==> src/rtl/servo_pwm_decoder.sv <==
// Servo PWM decoder: measures the high time of a servo-style PWM input and
// converts it to the 8-bit position code consumed by the servo PWM generator.
module servo_pwm_decoder #(
    parameter int MIN_CYC       = 50000,
    parameter int STEP_CYC      = 196,
    parameter int MAX_PULSE_CYC = 125000,
    parameter int TIMEOUT_CYC   = 1250000
) (
    input  logic       clk,
    input  logic       rst_n,
    input  logic       en,
    input  logic       pwm_in,
    output logic [7:0] data,
    output logic       valid,
    output logic       pulse_err,
    output logic       signal_lost
);
    localparam int HIGH_W = $clog2(MAX_PULSE_CYC + 2);
    localparam int GAP_W  = $clog2(TIMEOUT_CYC + 1);
    localparam int STEP_W = (STEP_CYC > 1) ? $clog2(STEP_CYC) : 1;

    localparam logic [HIGH_W-1:0] MIN_VAL   = HIGH_W'(MIN_CYC);
    localparam logic [HIGH_W-1:0] MAX_VAL   = HIGH_W'(MAX_PULSE_CYC);
    localparam logic [STEP_W-1:0] STEP_LAST = STEP_W'(STEP_CYC - 1);
    localparam logic [GAP_W-1:0]  GAP_LAST  = GAP_W'(TIMEOUT_CYC - 1);
    localparam logic [GAP_W-1:0]  GAP_MAX   = GAP_W'(TIMEOUT_CYC);

    typedef enum logic [1:0] {ST_ARM, ST_IDLE, ST_HIGH} state_t;

    state_t            state_reg, state_next;
    logic [2:0]        sync_reg;
    logic [1:0]        prime_reg;
    logic              s, s_d, rise, fall, primed;
    logic [HIGH_W-1:0] high_cnt_reg, high_cnt_next;
    logic [STEP_W-1:0] step_cnt_reg, step_cnt_next;
    logic [7:0]        code_cnt_reg, code_cnt_next;
    logic [GAP_W-1:0]  gap_cnt_reg, gap_cnt_next;
    logic [7:0]        data_reg, data_next;
    logic              valid_reg, valid_next;
    logic              pulse_err_reg, pulse_err_next;
    logic              lost_reg, lost_next;

    // The synchronizer only holds real samples two cycles after reset, so ARM
    // must not mistake the reset zeros for a low line.
    always_ff @(posedge clk) begin
        if (!rst_n) begin
            sync_reg  <= '0;
            prime_reg <= '0;
        end else begin
            sync_reg  <= {sync_reg[1:0], pwm_in};
            prime_reg <= {prime_reg[0], 1'b1};
        end
    end

    assign s      = sync_reg[1];
    assign s_d    = sync_reg[2];
    assign rise   = s & ~s_d;
    assign fall   = ~s & s_d;
    assign primed = prime_reg[1];

    always_ff @(posedge clk) begin
        if (!rst_n) begin
            state_reg <= ST_ARM;
        end else begin
            state_reg <= state_next;
        end
    end

    always_comb begin
        state_next = state_reg;
        if (!en) begin
            state_next = ST_ARM;
        end else begin
            case (state_reg)
                ST_ARM:  if (primed && !s) state_next = ST_IDLE;
                ST_IDLE: if (rise) state_next = ST_HIGH;
                ST_HIGH: begin
                    if (fall) begin
                        state_next = ST_IDLE;
                    end else if (s && high_cnt_reg == MAX_VAL) begin
                        state_next = ST_ARM;
                    end
                end
                default: state_next = ST_ARM;
            endcase
        end
    end

    always_comb begin
        high_cnt_next  = high_cnt_reg;
        step_cnt_next  = step_cnt_reg;
        code_cnt_next  = code_cnt_reg;
        gap_cnt_next   = gap_cnt_reg;
        data_next      = data_reg;
        valid_next     = 1'b0;
        pulse_err_next = 1'b0;
        lost_next      = lost_reg;
        if (!en) begin
            high_cnt_next = '0;
            step_cnt_next = '0;
            code_cnt_next = '0;
            gap_cnt_next  = '0;
            lost_next     = 1'b1;
        end else begin
            // A rise restarts the gap timer even on the cycle it would expire.
            if (rise) begin
                gap_cnt_next = '0;
            end else if (gap_cnt_reg != GAP_MAX) begin
                gap_cnt_next = gap_cnt_reg + 1'b1;
                if (gap_cnt_reg == GAP_LAST) lost_next = 1'b1;
            end
            case (state_reg)
                ST_IDLE: begin
                    if (rise) begin
                        high_cnt_next = HIGH_W'(1);
                        step_cnt_next = '0;
                        code_cnt_next = '0;
                    end
                end
                ST_HIGH: begin
                    if (fall) begin
                        data_next  = code_cnt_reg;
                        valid_next = 1'b1;
                        lost_next  = 1'b0;
                    end else if (s) begin
                        high_cnt_next = high_cnt_reg + 1'b1;
                        if (high_cnt_reg == MAX_VAL) pulse_err_next = 1'b1;
                        if (high_cnt_reg >= MIN_VAL) begin
                            if (step_cnt_reg == STEP_LAST) begin
                                step_cnt_next = '0;
                                if (code_cnt_reg != 8'hFF) code_cnt_next = code_cnt_reg + 1'b1;
                            end else begin
                                step_cnt_next = step_cnt_reg + 1'b1;
                            end
                        end
                    end
                end
                default: ;
            endcase
        end
    end

    always_ff @(posedge clk) begin
        if (!rst_n) begin
            high_cnt_reg  <= '0;
            step_cnt_reg  <= '0;
            code_cnt_reg  <= '0;
            gap_cnt_reg   <= '0;
            data_reg      <= '0;
            valid_reg     <= 1'b0;
            pulse_err_reg <= 1'b0;
            lost_reg      <= 1'b1;
        end else begin
            high_cnt_reg  <= high_cnt_next;
            step_cnt_reg  <= step_cnt_next;
            code_cnt_reg  <= code_cnt_next;
            gap_cnt_reg   <= gap_cnt_next;
            data_reg      <= data_next;
            valid_reg     <= valid_next;
            pulse_err_reg <= pulse_err_next;
            lost_reg      <= lost_next;
        end
    end

    assign data        = data_reg;
    assign valid       = valid_reg;
    assign pulse_err   = pulse_err_reg;
    assign signal_lost = lost_reg;
endmodule

==> config.mk <==
export PLATFORM = sky130hd
export DESIGN_NAME = servo_pwm_decoder
export DESIGN_NICKNAME = d
export VERILOG_FILES = /design/src/rtl/servo_pwm_decoder.sv
export SDC_FILE = /design/constraint.sdc
export NUM_CORES = 1
export LEC_CHECK = 0
export BUFFER_PORTS_ARGS = -buffer_cell sky130_fd_sc_hd__buf_4
export CORE_UTILIZATION = 65
export CTS_CLUSTER_SIZE = 14
export DETAILED_ROUTE_END_ITERATION = 10
export HOLD_SLACK_MARGIN = 0.05
export PLACE_DENSITY = 0.85
export SYNTH_ARGS = -nofsm -noshare
export SYNTH_HDL_FRONTEND = slang
export SYNTH_SLANG_ARGS = --single-unit
==> constraint.sdc <==
create_clock -name clk -period 5 [get_ports clk]
set_input_delay 0.25 -clock clk [delete_from_list [all_inputs] [get_ports clk]]
set_output_delay 0.25 -clock clk [all_outputs]
set_load 0.02 [all_outputs]
# ---- Word-level counts from Yosys, hierarchy flattened
# Index checks and enable logic that the tools add are counted.
dict set report op_classes {
  addsub 4
  magnitude_cmp 1
  eq_ne 15
  mux 29
  n_bitwise 7
  reduce_logical 14
}
# cell n
set op_table {}
lappend op_table {{8-bit 2-to-1 mux} 10}
lappend op_table {{17-bit 2-to-1 mux} 3}
lappend op_table {{17-bit one-hot mux with 2 select lines} 1}
lappend op_table {{8-bit one-hot mux with 2 select lines} 2}
lappend op_table {{21-bit by 1-bit adder with 21-bit output, second input constant} 1}
lappend op_table {{21-bit == test, second input constant} 1}
lappend op_table {{21-bit inequality test, second input constant} 1}
lappend op_table {{17-bit by 1-bit adder with 17-bit output, second input constant} 1}
lappend op_table {{17-bit == test, second input constant} 1}
lappend op_table {{17-bit by 16-bit >= comparator with 1-bit output, second input constant} 1}
lappend op_table {{8-bit by 1-bit adder with 8-bit output, second input constant} 2}
lappend op_table {{2-bit inequality test, second input constant} 7}
lappend op_table {{3-bit AND reduction} 3}
lappend op_table {{8-bit == test, second input constant} 1}
lappend op_table {{1-bit 2-to-1 mux} 8}
lappend op_table {{2-bit 2-to-1 mux} 4}
lappend op_table {{8-bit inequality test, second input constant} 1}
lappend op_table {{7-bit AND reduction} 1}
lappend op_table {{2-bit one-hot mux with 3 select lines} 1}
lappend op_table {{1-bit NOT} 5}
lappend op_table {{5-bit AND reduction} 1}
lappend op_table {{5-bit OR reduction} 1}
lappend op_table {{4-bit AND reduction} 1}
lappend op_table {{3-bit inequality test, second input constant} 1}
lappend op_table {{other kinds (9)} 11}
dict set report word_totals {
  register_bits 72
  inputBits 4
  out_inout_bits 11
  wordCells 82
}

# ---- Depth between registers and ports, before layout
# Gate-level depths: netlist of the first run.
dict set report depth {
  word_depth 7
  ltp_mapped 7
  mapped_depth_nobuf 7
}

# ---- Least setup slack after synthesis of the first run
# Ideal clock, no wire load.
dict set report synth_path {
  path_type {flip-flop to flip-flop}
  start {register code_cnt_reg[0]}
  end {register code_cnt_reg[3]}
  setup_time_ps 75
  arrival_ps 1771
  t_required_ps 4925
  slack_ps 3154
  path_stages_with_launch 7
  n_path_buf 0
  period_less_slack_ps 1846
  path_cell_list {dfxtp_1 -> ha_1 -> and3_1 -> a211o_1 -> a211o_4 -> or3_1 -> a31oi_1}
}
dict set report synth_via {
  elab_chain_len 7
  word_cells_on_any_way 10
  cone_classes {add/sub: 1; eq/ne: 2; mux: 6; reduce/logical: 1}
}
# item line
set synth_rtl {}
lappend synth_rtl {{from (decl)} 36} ;# logic [7:0] code_cnt_reg, code_cnt_next;
lappend synth_rtl {{from (signal assigned)} 156} ;# code_cnt_reg <= code_cnt_next;
lappend synth_rtl {{8-bit by 1-bit adder with 8-bit output} 131} ;# if (code_cnt_reg != 8'hFF) code_cnt_next = code_cnt_reg + 1'b1;
lappend synth_rtl {{8-bit 2-to-1 mux} 131}
lappend synth_rtl {{8-bit 2-to-1 mux} 129} ;# if (step_cnt_reg == STEP_LAST) begin
lappend synth_rtl {{8-bit 2-to-1 mux} 128} ;# if (high_cnt_reg >= MIN_VAL) begin
lappend synth_rtl {{8-bit 2-to-1 mux} 125} ;# end else if (s) begin
lappend synth_rtl {{8-bit 2-to-1 mux} 121} ;# if (fall) begin
lappend synth_rtl {{8-bit one-hot mux with 2 select lines} 112} ;# case (state_reg)
# Several ways; a longest one is shown, not always the timed one. The select of a mux whose other input is x is not followed.
# A chain may end at the register's enable or synchronous reset.

# ---- Worst setup path in the final report of the first run
dict set report layout_path {
  start {register state_reg[1]}
  end {register code_cnt_reg[7]}
}
dict set report layout_via {
  elab_chain_len 3
  word_cells_on_any_way 11
  cone_classes {eq/ne: 8; mux: 1; reduce/logical: 2}
}
# item line
set layout_rtl {}
lappend layout_rtl {{from (decl)} 30} ;# state_t state_reg, state_next;
lappend layout_rtl {{from (signal assigned)} 65} ;# state_reg <= state_next;
lappend layout_rtl {{2-bit == test or 2-bit by 1-bit == test with 1-bit output (tied branches)} 112}
lappend layout_rtl {{2-bit inequality test (no source line) or 2-bit nonzero test (tied branches)} n/a}
lappend layout_rtl {{7-bit AND reduction (no source line)} n/a}
# Several ways; a longest one is shown, not always the timed one.

==> results of run 1 <==
worst reg2reg max path, cell delays in order (launching register included):
cell and delay (ns):
dfxtp_1 0.38, nor2b_1 0.69, nand3_1 0.48, nor2_1 0.44, a31oi_1 0.15, a21oi_1 0.17
metrics by stage:
stage,total power [W],hold WS (ns),cells
floorplan,0.000607,0.278,381
global placement,0.000613,0.421,451
detailed placement,0.000614,0.422,451
CTS,0.00109,0.0826,466
global route,0.00111,0.0925,466
finish,0.00108,0.0860,466
worst min path at each step:
| stage | startpoint | to | slack (ns) | depth (start not counted) |
|---|---|---|---|---|
| 2_1_floorplan | rst_n | prime_reg[0] | 0.28 | 0 |
| 3_3_place_gp | prime_reg[0] | prime_reg[1] | 0.42 | 1 |
| 3_5_place_dp | prime_reg[0] | prime_reg[1] | 0.42 | 1 |
| 4_1_cts | rst_n | prime_reg[0] | 0.08 | 1 |
| 5_1_grt | rst_n | prime_reg[0] | 0.09 | 1 |
| 6_report | rst_n | prime_reg[0] | 0.09 | 1 |
cells by family (layout without fill, tap and decap cells):
logic type / after synthesis / after routing / synth area share
AND/OR/NAND/NOR: 180 / 180 / 0.286
buffers and inverters: 22 / 40 / 0.0261
multiplexers: 14 / 14 / 0.0424
adder cells (fa/ha/maj): 6 / 6 / 0.0227
XOR/XNOR: 28 / 28 / 0.0742
flip-flops: 72 / 72 / 0.436
AO/OA/AOI/OAI: 59 / 59 / 0.113
final cells by class:
class / count / area (sq um)
multi-input combinational: 287 / 1780
sequential: 72 / 1440
fill: 382 / 1170
clock buffer: 12 / 135
timing repair buffer: 14 / 105
tap: 67 / 83.8
clock inverter: 3 / 67.6
inverter: 11 / 41.3
power by group through the flow:
stage | clock network, W | registers, W | logic, W
global placement | 0 | 0.000592 | 0.0000214
global route | 0.000509 | 0.000579 | 0.0000250
detailed placement | 0 | 0.000592 | 0.0000223
floorplan | 0 | 0.000591 | 0.0000162
finish | 0.000483 | 0.000579 | 0.0000225
CTS | 0.000488 | 0.000579 | 0.0000224
per-layer routing:
layer / GRT usage / vias up / part of all wire / wire (um)
met5: 0 / - / 0 / 0
met4: 0.139 / 0 / 0.025 / 169
met3: 0.0425 / 15 / 0.040 / 270
met1: 0.365 / 1332 / 0.47 / 3180
li1: - / 1379 / - / -
met2: 0.457 / 66 / 0.47 / 3160
layout by cell type (no fill, tap or decap), drive strengths merged, types with 4 or more instances in the layout:
cell    netlist  layout
ha            6       6
mux2i        14      14
dfxtp        72      72
or3          10      10
buf           4      14
nand4        10      10
nand3        21      21
and2          6       6
xnor2        13      13
nor3         11      11
o21a          4       4
nand2        23      23
xor2         15      15
inv          10      10
and3         11      11
nor2b         6       6
clkbuf        7      12
nor2         57      57
a21oi        23      23
and4          8       8
a21o          4       4
a31oi         8       8
o21ai        11      11
==> reports/metrics.cfg, run 1 <==
[run_status]
status=completed

[critical_path]
crit_family=simple AND/OR/NAND/NOR gates
r2r_start=state_reg[1]
cp.required_ns=5.27
crit_arrival_ns=2.64
path_max_fanout=14
cp-end-kind=register
cp_num_buf_inv=0
cp-endpoint=code_cnt_reg[7]
crit_path_max_incr_delay_ns=0.69
cp-startpoint=state_reg[1]
start_kind=register
path_class=reg2reg
cp_num_cells=5
reg2reg_slack_ns=2.63
worst_r2r_path_depth=5
reg2reg_to=code_cnt_reg[7]
slowest_stage=nor2b_1
crit_path_cell_trace=nor2b_1 > nand3_1 > nor2_1 > a31oi_1 > a21oi_1

[finish]
antenna_cells=0
drive_gt1_frac=0.0927
stdcell_area_sq_um=3650
final_util=0.758
fin_nets=405
syn_to_final_growth_pct=10.5
largest_reg_flops=21

[timing]
fin_setup_tns_ns=0
fin_crit_ns=2.37
worst_pin_slew_ns=0.908
min_period_over_period=0.475
clock_skew_ns=0.00825
timing.fmax_ghz=0.421
rsz0062_at_grt=no
setup_slack_ns=2.63
max_slew_margin=0.391
hold_viol_final=0
setup_viol=0
final_max_slew_viol_count=0

[power_and_ir_drop]
switching_power_w=0.000222
p_seq_frac=0.534
clkPwrFrac=0.445
leakage_nw=1.31
sw_frac_of_total=0.205
vdd_drop_max_uv=185
power_density_nw_per_um2=297
internal_power_w=0.000862
pwr-share-comb=0.021

[route]
wirelength_um=6780
wire_per_inst_um=14.5
drt_iter0_drc=183
vias=2792
drc=0
first_pass_iters=5
avgViaCountPerCell=5.99
antenna_left=0

[floorplan]
design.core.area_sq_um=4820
io_pins=15
start_util=0.686
rows=25
die_w_um=73.3
design.die.area_sq_um=5370
fp.dieH_um=73.3

[grt]
gr-usage-all-layers=0.281
grt_overflow=0
grt_pass1_vias=2554
grt_max_degree=22
grt_pass1_wl_um=11500
antenna_found_initial=0

[placement]
dpl-instance-area_sq_um=3450
routabilityCongestion=0.895
port_buffers=14
place_ws_ns=2.75
hpwlAfterDp_um=4720

[clock_network]
cts_made_buffers=9
cts.sinks=72
post_cts_resized=0
cts_tree=yes
post_cts_buffers=0
cts_buffer_depth=2
worstSkewPairLatency_ns=0.34
cts_hold_buf=0
htreeDepth=3
cts_root_buf=clkbuf_8
path_clk_slew_ns=0.07

[synthesis]
synth_cell_types=51
yosysMostFrequentCell=dfxtp_1
ys_seq_area_frac=0.436
synth_fp_nets=391
yosysWarnings=0
synth_top_area_cell=dfxtp_1
synth_flop_cell=dfxtp_1
ys_top_cells_by_area=dfxtp_1, nor2_1, mux2i_1
synth_top_area_frac=0.436
synth_cells=381
syn_area_per_cell_sq_um=8.67
synth_common_cells=dfxtp_1, nor2_1, a21oi_1
synth_edf_count=0
syn_area_sq_um=3300
ys_async_sr_fraction=0
synth_seq_cells=72

[flow_run]
max_cap_viol_count=0

[hold_path]
min_path_type=in2reg

Power figures use the tool's default switching activity.
==> inputs of run 2 (changes only) <==
Settings changed: CORE_UTILIZATION 65 to 55, PLACE_DENSITY 0.85 to 0.76.
Clock period 5 ns to 2 ns, I/O delays scaled along.
==> run 2 against run 1 <==
  * Clock skew increased by 0.0045 ns
  * Hold slack improved by 0.18 ns
  * Maximum frequency increased by 23%
  * Clock power increased by 120%
  * Utilization decreased by 8.9 points
  * Largest cell class unchanged
  * Largest power group unchanged
  * Highest routed layer unchanged
==> reports/metrics.cfg, run 2 (synthesis results as in run 1) <==
[finish]
fin_nets=420  ; +3.7%
final_common_cell=dfxtp_1
final_cell_mix=dfxtp_1, nor2_1, buf_4
largest_reg_flops=21  ; unchanged
antenna_cells=0  ; unchanged
drive_gt1_frac=0.130  ; +0.0374
final.fill_count=481  ; +26%
stdcell_area_sq_um=3770  ; +3.3%
register_area_sq_um=1440  ; unchanged
syn_to_final_growth_pct=14.2
multi_input_area_sq_um=1800  ; +1.1%

[critical_path]
cp.required_ns=2.27  ; -3.00 ns
cp-end-kind=register
worst_r2r_path_depth=6  ; +1
crit_path_max_incr_delay_ns=0.36  ; -0.33 ns
cp_num_buf_inv=0  ; unchanged
crit_family=compound AO/OA/AOI/OAI gates
path_max_fanout=7  ; -7
path_class=reg2reg
crit_arrival_ns=2.20  ; -0.44 ns
slowest_stage=or3_1
start_kind=register
r2r_start=code_cnt_reg[1]
reg2reg_slack_ns=0.07  ; -2.55 ns
crit_path_cell_trace=ha_2 > and3_1 > a211o_1 > a211o_4 > or3_1 > a31oi_1
reg2reg_to=code_cnt_reg[3]

[clock_network]
worstSkewPairLatency_ns=0.34  ; about the same
cts_root_buf=clkbuf_8
post_cts_buffers=0  ; unchanged
cts_tree=yes
htreeDepth=3  ; unchanged
cts.sinks=72  ; unchanged
cts_made_buffers=9  ; unchanged
cts_buffer_depth=2  ; unchanged
path_clk_slew_ns=0.07  ; about the same

[floorplan]
rows=27  ; +8.0%
design.die.area_sq_um=6320  ; +18%
die_w_um=79.5  ; +8.5%
io_pins=15  ; unchanged
start_util=0.585  ; -0.100
fp.dieH_um=79.5  ; +8.5%
design.core.area_sq_um=5640  ; +17%

[timing]
fin_crit_ns=1.93  ; -0.446 ns
timing.fmax_ghz=0.518  ; +23%
setup_viol=0  ; unchanged
rsz0062_at_grt=no
max_slew_margin=0.642  ; +0.250
min_period_over_period=0.964  ; +0.489
final_max_slew_viol_count=0  ; unchanged
fin_setup_tns_ns=0  ; unchanged
clock_skew_ns=0.0128  ; +0.00452 ns
hold_viol_final=0  ; unchanged
worst_pin_slew_ns=0.534  ; -0.374 ns

[grt]
grt_overflow=0  ; unchanged
grt_pass1_wl_um=11700  ; +1.4%
antenna_found_initial=0  ; unchanged
grt_max_degree=22  ; unchanged
grt_pass1_vias=2626  ; +2.8%
gr-usage-all-layers=0.237  ; -0.0445

[placement]
dpl-instance-area_sq_um=3550  ; +3.0%
routabilityCongestion=0.854  ; -4.5%
port_buffers=14  ; unchanged
hpwlAfterDp_um=4680  ; -0.71%

[route]
met3_length_um=272  ; +0.74%
drc=0  ; unchanged
wl_met2_um=3050  ; -3.5%
drt_iter0_drc=147  ; -20%
highest_layer=met4
first_pass_iters=4  ; -1
antenna_left=0  ; unchanged
vias=2782  ; -0.36%
m1WireLength_um=3160  ; -0.38%
avgViaCountPerCell=5.71  ; -4.7%
wire_per_inst_um=13.5  ; -7.1%
wirelength_um=6580  ; -2.9%

[flow_run]
max_cap_viol_count=0  ; unchanged

[hold_path]
hold_depth=3  ; +2
hp-start=en
min_path_type=in2reg
holdPathEnd=code_cnt_reg[3]

[run_status]
status=completed

[power_and_ir_drop]
vdd_drop_max_uv=419  ; +130%
leakage_nw=1.37  ; +4.6%
power_density_nw_per_um2=686  ; +130%

-- run 2: repair_timing --
item,in CTS,in global routing
endpoints found under the setup margin,1,2
pin swaps,0,1
hold buffers,2,0
resized for setup,1,3
hold endpoints to repair,3,0
-- run 2: stage by stage --
stage | total power [W] | setup WS, ns | hold WS (ns) | cells | util
after CTS | 0.00262 | 0.0450 | 0.253 | 487 | 0.666
after global placement | 0.00154 | 0.0458 | 0.292 | 469 | 0.629
final | 0.00259 | 0.0711 | 0.261 | 487 | 0.668
after global routing | 0.00269 | 0.00751 | 0.288 | 487 | 0.668
after detailed placement | 0.00154 | 0.00546 | 0.293 | 469 | 0.629
after floorplan | 0.00152 | 0.154 | 0.128 | 381 | -
-- run 2: worst reg2reg max path, cell delays in order (launching register included) --
cell     delay, ns
dfxtp_1       0.35
ha_2          0.20
and3_1        0.21
a211o_1       0.29
a211o_4       0.31
or3_1         0.36
a31oi_1       0.15
-- run 2: worst max-delay path by stage --
stage                               start  depth (start not counted)  slack [ns]              end
after floorplan           code_cnt_reg[0]                          6        0.15  code_cnt_reg[3]
after global placement    high_cnt_reg[8]                          5        0.05  step_cnt_reg[7]
after detailed placement  high_cnt_reg[8]                          5       0.005  step_cnt_reg[7]
after CTS                 code_cnt_reg[1]                          6        0.04  code_cnt_reg[3]
after global routing      step_cnt_reg[0]                          6       0.008  code_cnt_reg[3]
final                     code_cnt_reg[1]                          6        0.07  code_cnt_reg[3]
-- run 2: final cells by class --
type                            count  area share
Clock buffer                       12      0.0358
Clock inverter                      4      0.0119
Inverter                           11      0.0109
Multi-Input combinational cell    287       0.476
Sequential cell                    72       0.382
Tap cell                           72      0.0239
Timing Repair Buffer               29      0.0591
-- run 2: per-layer routing --
layer,vias to the layer above,GRT usage
met5,-,0
met4,0,0.120
met2,49,0.385
met1,1312,0.299
met3,10,0.0423
li1,1411,-
-- run 2: power breakdown --
group | switching (W) | internal (W)
registers | 0.00000486 | 0.00144
logic | 0.0000408 | 0.0000246
clock network | 0.000504 | 0.000572
total | 0.000550 | 0.00204
